==> src/rtl/if_id_skid_if.sv <==
// IF/ID handshake bundle: fetch-side valid/ready/data, decode-side valid/ready/data, and flush.
interface if_id_skid_if #(
    parameter int INST_W = 32,
    parameter int ADDR_W = 32
);
    logic              flush_i;
    logic              in_valid_i;
    logic              in_ready_o;
    logic [INST_W-1:0] inst_i;
    logic [ADDR_W-1:0] inst_addr_i;
    logic              out_valid_o;
    logic              out_ready_i;
    logic [INST_W-1:0] inst_o;
    logic [ADDR_W-1:0] inst_addr_o;

    modport slave (
        input  flush_i, in_valid_i, inst_i, inst_addr_i, out_ready_i,
        output in_ready_o, out_valid_o, inst_o, inst_addr_o
    );

    modport master (
        output flush_i, in_valid_i, inst_i, inst_addr_i, out_ready_i,
        input  in_ready_o, out_valid_o, inst_o, inst_addr_o
    );
endinterface

==> src/rtl/if_id_skid.sv <==
// IF/ID register with 2-entry skid buffer, registered in_ready_o, and flush.
// IF_ID_PERF_EN adds saturating stall/flush counters (stall_cnt_o, flush_cnt_o).
module if_id_skid #(
    parameter int                INST_W   = 32,
    parameter int                ADDR_W   = 32,
    parameter logic [INST_W-1:0] NOP_INST = INST_W'(32'h00000013)
) (
    input  logic        clk,
    input  logic        rst,
    if_id_skid_if.slave bus
`ifdef IF_ID_PERF_EN
    ,
    output logic [31:0] stall_cnt_o,
    output logic [31:0] flush_cnt_o
`endif
);
    typedef enum logic [1:0] {EMPTY, ONE, TWO} state_t;

    typedef struct packed {
        logic [INST_W-1:0] inst;
        logic [ADDR_W-1:0] addr;
    } entry_t;

    localparam entry_t CLEAR_ENT = '{inst: NOP_INST, addr: '0};

    state_t state_q, state_d;
    entry_t main_q, skid_q, in_ent;
    logic   load_main, main_from_skid, load_skid;
    logic   in_fire, out_fire;

    assign in_ent   = '{inst: bus.inst_i, addr: bus.inst_addr_i};
    assign in_fire  = bus.in_valid_i & bus.in_ready_o;
    assign out_fire = bus.out_valid_o & bus.out_ready_i;

    // Handshake outputs come straight from the state register.
    assign bus.out_valid_o = (state_q != EMPTY);
    assign bus.in_ready_o  = (state_q != TWO);
    assign bus.inst_o      = bus.out_valid_o ? main_q.inst : NOP_INST;
    assign bus.inst_addr_o = bus.out_valid_o ? main_q.addr : '0;

    always_comb begin
        state_d        = state_q;
        load_main      = 1'b0;
        main_from_skid = 1'b0;
        load_skid      = 1'b0;
        unique case (state_q)
            EMPTY: if (in_fire) begin
                state_d   = ONE;
                load_main = 1'b1;
            end
            ONE: begin
                if (in_fire && out_fire) begin
                    load_main = 1'b1;
                end else if (in_fire) begin
                    state_d   = TWO;
                    load_skid = 1'b1;
                end else if (out_fire) begin
                    state_d = EMPTY;
                end
            end
            TWO: if (out_fire) begin
                state_d        = ONE;
                load_main      = 1'b1;
                main_from_skid = 1'b1;
            end
            default: state_d = EMPTY;
        endcase
        // A fetch accepted alongside a flush is dropped, not stored.
        if (bus.flush_i) begin
            state_d   = EMPTY;
            load_main = 1'b0;
            load_skid = 1'b0;
        end
    end

    always_ff @(posedge clk) begin
        if (rst) begin
            state_q <= EMPTY;
            main_q  <= CLEAR_ENT;
            skid_q  <= CLEAR_ENT;
        end else begin
            state_q <= state_d;
            if (load_main) main_q <= main_from_skid ? skid_q : in_ent;
            if (load_skid) skid_q <= in_ent;
        end
    end

`ifdef IF_ID_PERF_EN
    logic [31:0] stall_cnt_q, flush_cnt_q;

    always_ff @(posedge clk) begin
        if (rst) begin
            stall_cnt_q <= '0;
            flush_cnt_q <= '0;
        end else begin
            if (bus.out_valid_o && !bus.out_ready_i && stall_cnt_q != 32'hFFFF_FFFF)
                stall_cnt_q <= stall_cnt_q + 32'd1;
            if (bus.flush_i && flush_cnt_q != 32'hFFFF_FFFF)
                flush_cnt_q <= flush_cnt_q + 32'd1;
        end
    end

    assign stall_cnt_o = stall_cnt_q;
    assign flush_cnt_o = flush_cnt_q;
`endif
endmodule
==> src/flat_wrapper.sv <==
// flat-port wrapper written by rule: the top's interface ports become plain ports
module if_id_skid_flat 
#(
    parameter int                INST_W   = 32,
    parameter int                ADDR_W   = 32,
    parameter logic [INST_W-1:0] NOP_INST = INST_W'(32'h00000013)
)
  (clk, rst, bus_flush_i, bus_in_valid_i, bus_inst_i, bus_inst_addr_i, bus_out_ready_i, bus_in_ready_o, bus_out_valid_o, bus_inst_o, bus_inst_addr_o);
  if_id_skid_if #(.INST_W(INST_W), .ADDR_W(ADDR_W)) bus_i ();
  input  logic clk;
  input  logic rst;
  input wire logic [$bits(bus_i.flush_i)-1:0] bus_flush_i;
  input wire logic [$bits(bus_i.in_valid_i)-1:0] bus_in_valid_i;
  input wire logic [$bits(bus_i.inst_i)-1:0] bus_inst_i;
  input wire logic [$bits(bus_i.inst_addr_i)-1:0] bus_inst_addr_i;
  input wire logic [$bits(bus_i.out_ready_i)-1:0] bus_out_ready_i;
  output wire logic [$bits(bus_i.in_ready_o)-1:0] bus_in_ready_o;
  output wire logic [$bits(bus_i.out_valid_o)-1:0] bus_out_valid_o;
  output wire logic [$bits(bus_i.inst_o)-1:0] bus_inst_o;
  output wire logic [$bits(bus_i.inst_addr_o)-1:0] bus_inst_addr_o;
  assign bus_i.flush_i = bus_flush_i;
  assign bus_i.in_valid_i = bus_in_valid_i;
  assign bus_i.inst_i = bus_inst_i;
  assign bus_i.inst_addr_i = bus_inst_addr_i;
  assign bus_i.out_ready_i = bus_out_ready_i;
  assign bus_in_ready_o = bus_i.in_ready_o;
  assign bus_out_valid_o = bus_i.out_valid_o;
  assign bus_inst_o = bus_i.inst_o;
  assign bus_inst_addr_o = bus_i.inst_addr_o;
  if_id_skid #(.INST_W(INST_W), .ADDR_W(ADDR_W), .NOP_INST(NOP_INST)) u_core (.clk(clk), .rst(rst), .bus(bus_i));
endmodule
==> config.mk <==
export PLATFORM = sky130hd
export DESIGN_NAME = if_id_skid_flat
export DESIGN_NICKNAME = d
export VERILOG_FILES = /design/src/rtl/if_id_skid_if.sv /design/src/rtl/if_id_skid.sv /design/src/flat_wrapper.sv
export SDC_FILE = /design/constraint.sdc
export NUM_CORES = 1
export LEC_CHECK = 0
export BUFFER_PORTS_ARGS = -buffer_cell sky130_fd_sc_hd__buf_2
export CAP_MARGIN = 20
export CORE_MARGIN = 2
export CORE_UTILIZATION = 30
export DETAILED_ROUTE_END_ITERATION = 10
export PLACE_DENSITY = 0.58
export RECOVER_POWER = 50
export SLEW_MARGIN = 20
export SYNTH_ARGS = -nofsm -noshare
export SYNTH_HDL_FRONTEND = slang
export SYNTH_SLANG_ARGS = --single-unit
==> constraint.sdc <==
create_clock -name clk -period 3.3 [get_ports clk]
set_input_delay 0 -clock clk [delete_from_list [all_inputs] [get_ports clk]]
set_output_delay 0 -clock clk [all_outputs]
set_load 0.02 [all_outputs]
==> flow_results.xml <==
<?xml version="1.0" encoding="UTF-8"?>
<metrics>
  <group name="floorplan">
    <metric name="dieArea" unit="µm²">20600</metric>
    <metric name="dieHeight" unit="µm">143</metric>
    <metric name="die_width" unit="µm">143</metric>
    <metric name="std_cell_rows" unit="">50</metric>
    <metric name="floorplan.io_pins" unit="">135</metric>
    <metric name="core-area" unit="µm²">18900</metric>
    <metric name="initial_utilization" unit="%">30.9</metric>
  </group>
  <group name="sta">
    <metric name="setup_viol_count_final" unit="">0</metric>
    <metric name="setup_tns" unit="ps">0</metric>
    <metric name="max_slew_margin" unit="%">13.5</metric>
    <metric name="timing_worst_slew_pin_value" unit="ps">1300</metric>
    <metric name="min_period" unit="ps">2510</metric>
    <metric name="fin_worst_hold_slack" unit="ps">155</metric>
    <metric name="timing.final.ws_setup" unit="ps">785</metric>
    <metric name="rsz0062_at_grt" unit="">false</metric>
    <metric name="maxClockFrequency" unit="MHz">398</metric>
    <metric name="maxSlewViolCount" unit="">0</metric>
    <metric name="worst_case_clock_skew" unit="ps">7.35</metric>
    <metric name="share_of_the_clock_period_used_by_the_worst_path_after_layout" unit="%">76.2</metric>
    <metric name="timing_hold_violations_final" unit="">0</metric>
  </group>
  <group name="power_and_ir_drop">
    <metric name="p_comb_share" unit="%">9.9</metric>
    <metric name="power_density_over_the_cells" unit="nW/µm²">496</metric>
    <metric name="net-switching-power" unit="mW">0.892</metric>
    <metric name="p_sw_share" unit="%">23.2</metric>
    <metric name="seqPwrFrac" unit="%">43.2</metric>
    <metric name="p_leak" unit="nW">2.78</metric>
    <metric name="irDropWorstVdd" unit="mV">0.327</metric>
    <metric name="cell_internal_power" unit="mW">2.96</metric>
    <metric name="clkPwrFrac" unit="%">46.9</metric>
  </group>
  <group name="logic_synthesis">
    <metric name="netlist_area" unit="µm²">5830</metric>
    <metric name="synth_common_cells" unit="">sky130_fd_sc_hd__dfxtp_1 (130), sky130_fd_sc_hd__nand2_1 (130), sky130_fd_sc_hd__a21oi_1 (66), sky130_fd_sc_hd__nor2_1 (65), sky130_fd_sc_hd__mux2i_1 (64)</metric>
    <metric name="synth_edf_count" unit="">0</metric>
    <metric name="synth_top_area_share" unit="%">44.6</metric>
    <metric name="synth.top_cells.by_area" unit="">sky130_fd_sc_hd__dfxtp_1 (45%), sky130_fd_sc_hd__mux2i_1 (11%), sky130_fd_sc_hd__nand2_1 (8.4%)</metric>
    <metric name="yosys_synthesis_warning_count" unit="">0</metric>
    <metric name="synth_cell_type_count" unit="">29</metric>
    <metric name="ys_dominant_reg_cell" unit="">sky130_fd_sc_hd__dfxtp_1</metric>
    <metric name="syn_nets" unit="">735</metric>
    <metric name="synthCells" unit="">666</metric>
    <metric name="synth-seq-cells" unit="">130</metric>
    <metric name="yosysSeqAreaShare" unit="%">44.6</metric>
    <metric name="synth_area_per_cell" unit="µm²">8.75</metric>
    <metric name="synthDominantAreaCellType" unit="">sky130_fd_sc_hd__dfxtp_1</metric>
    <metric name="postSynth.asyncResetShare" unit="%">0</metric>
  </group>
  <group name="routing">
    <metric name="route.detailed.wl_per_inst" unit="µm">14.4</metric>
    <metric name="detailroute.via_count" unit="">5154</metric>
    <metric name="vias_per_cell" unit="">4.66</metric>
    <metric name="initialDrtViolationCount" unit="">226</metric>
    <metric name="drc" unit="">0</metric>
    <metric name="totalWireLength" unit="µm">15900</metric>
    <metric name="drtPass1Iterations" unit="">4</metric>
    <metric name="ant_nets" unit="">0</metric>
  </group>
  <group name="clock_network">
    <metric name="clock_path_buffers" unit="">2</metric>
    <metric name="cts.sink_count" unit="">130</metric>
    <metric name="cts.repair.resized" unit="">0</metric>
    <metric name="h_tree_depth_reported_by_cts" unit="">4</metric>
    <metric name="ctsRootBufferMaster" unit="">sky130_fd_sc_hd__clkbuf_16</metric>
    <metric name="post-cts-setup-buffers" unit="">0</metric>
    <metric name="cts_tree" unit="">done</metric>
    <metric name="cts.clk_slew.worst_paths" unit="ps">60</metric>
    <metric name="cts-buffers-inserted" unit="">17</metric>
    <metric name="clk_latency" unit="ps">410</metric>
  </group>
  <group name="global_routing">
    <metric name="first_global_vias" unit="">4785</metric>
    <metric name="grtUsageMet3" unit="%">4.57</metric>
    <metric name="overflow" unit="">0</metric>
    <metric name="antenna_found_initial" unit="">0</metric>
    <metric name="global_route.usage.total" unit="%">15.6</metric>
    <metric name="grt_start_max_net_pins" unit="">71</metric>
    <metric name="grt_util_met2" unit="%">24.9</metric>
    <metric name="wire_length_of_the_first_global_routing_pass" unit="µm">25100</metric>
    <metric name="busiest_layer" unit="">met2</metric>
    <metric name="grt_use_met1" unit="%">20.7</metric>
  </group>
  <group name="place">
    <metric name="finalWeightedCongestion" unit="">0.738</metric>
    <metric name="post-place-ws" unit="ps">1120</metric>
    <metric name="place.detailed.hpwl" unit="µm">9430</metric>
    <metric name="placedCellCount" unit="">1008</metric>
    <metric name="portBuffers" unit="">134</metric>
  </group>
  <group name="min_path">
    <metric name="hp-class" unit="">input port to flop</metric>
  </group>
  <group name="worst_setup_path">
    <metric name="crit_path_max_fanout" unit="">28</metric>
    <metric name="worst-setup-path-type" unit="">flop to output port</metric>
    <metric name="critPathLaunchType" unit="">flop</metric>
    <metric name="worst-endpoint-required" unit="ps">3300</metric>
    <metric name="crit_path_capture_type" unit="">output port</metric>
    <metric name="crit_arrival" unit="ps">2510</metric>
    <metric name="reg2reg_setup_slack" unit="ps">880</metric>
  </group>
  <group name="status">
    <metric name="run_status" unit="">completed</metric>
  </group>
  <group name="run">
    <metric name="max_cap_violations" unit="">0</metric>
  </group>
  <group name="cells_and_area">
    <metric name="syn2layout_area_growth" unit="%">33.4</metric>
    <metric name="fillers" unit="">1920</metric>
    <metric name="antennaDiodeCount" unit="">0</metric>
    <metric name="final_util" unit="%">41.2</metric>
    <metric name="layoutNonFillerInstCount" unit="">1107</metric>
    <metric name="drive_above_1_share" unit="%">18.3</metric>
    <metric name="fin_nets" unit="">904</metric>
  </group>
</metrics>
==> power by group through the flow <==
stage	clock network, mW	registers [mW]	logic (mW)
after floorplan	0	1.69	0.227
after global placement	0	1.70	0.331
after detailed placement	0	1.70	0.332
after CTS	1.85	1.66	0.395
after global routing	1.93	1.67	0.423
final	1.81	1.66	0.381
==> layer usage <==
layer	vias up	routed length, µm
li1	2646	-
met1	2376	7680
met2	126	7330
met3	6	790
met4	0	89
met5	-	0
==> area by class of cell <==
cell class                 count  area, µm²  share of cell area, %
clock inverter                 6       80.1                   1.03
sequential                   130       2600                   33.5
timing repair buffer         213       1450                   18.6
inverter                       2       7.51                 0.0965
clock buffer                  25        475                   6.11
multi-input combinational    471       2840                   36.5
tap                          260        325                   4.18
==> metrics by stage <==
step	total power [mW]	area [µm²]
finish	3.85	7780
global route	4.02	7780
CTS	3.91	7870
detailed placement	2.03	6630
global placement	2.03	6630
floorplan	1.91	5830
==> flip-flops by register name (all words and copies together) (netlist names) <==
| signal | cells |
|---|---|
| u_core.main_q | 64 |
| u_core.state_q | 2 |
| u_core.skid_q | 64 |
==> critical path, stage by stage, from the launching register on <==
cell,delay (ps)
sky130_fd_sc_hd__dfxtp_1,380
sky130_fd_sc_hd__nor2_2,1010
sky130_fd_sc_hd__buf_4,380
sky130_fd_sc_hd__or2_2,170
sky130_fd_sc_hd__buf_2,160
==> cells by family (layout without fill, tap and decap cells) <==
logic type,Yosys count,count (layout),synth area share (%)
AOI/OAI and AO/OA,133,133,17.0
buffers and inverters,65,246,6.07
DFF,130,130,44.6
muxes,64,64,11.0
and+or+nand+nor,274,274,21.4
==> cells in the final DEF (no fill, tap or decap), drive strengths merged <==
master,instances
a21o,3
a21oi,67
a221oi,61
and3b,1
and4bb,1
buf,115
bufinv,2
clkbuf,55
clkinv,4
dfxtp,130
dlygate4sd3,68
inv,2
mux2i,64
nand2,131
nand2b,1
nand3b,3
nor2,65
nor2b,63
nor3,2
nor4,1
o21a,1
o22a,1
or2,4
or2b,1
or3,1
==> worst paths after layout <==
| check | startpoint | endpoint | cells past startpoint |
|---|---|---|---|
| setup / recovery | u_core.state_q[1] | bus_inst_o[1] | 4 |
| hold / removal | bus_in_valid_i | u_core.skid_q[19] | 5 |
| setup reg to reg | u_core.state_q[1] | u_core.skid_q[14] | 5 |
| hold reg to reg | u_core.skid_q[17] | u_core.skid_q[17] | 2 |
==> repair_timing <==
action	CTS	global route
setup endpoints to repair	0	0
endpoints found under the hold margin	128	0
hold buffers	68	0
No activity file was read; power rests on OpenSTA's default activity.
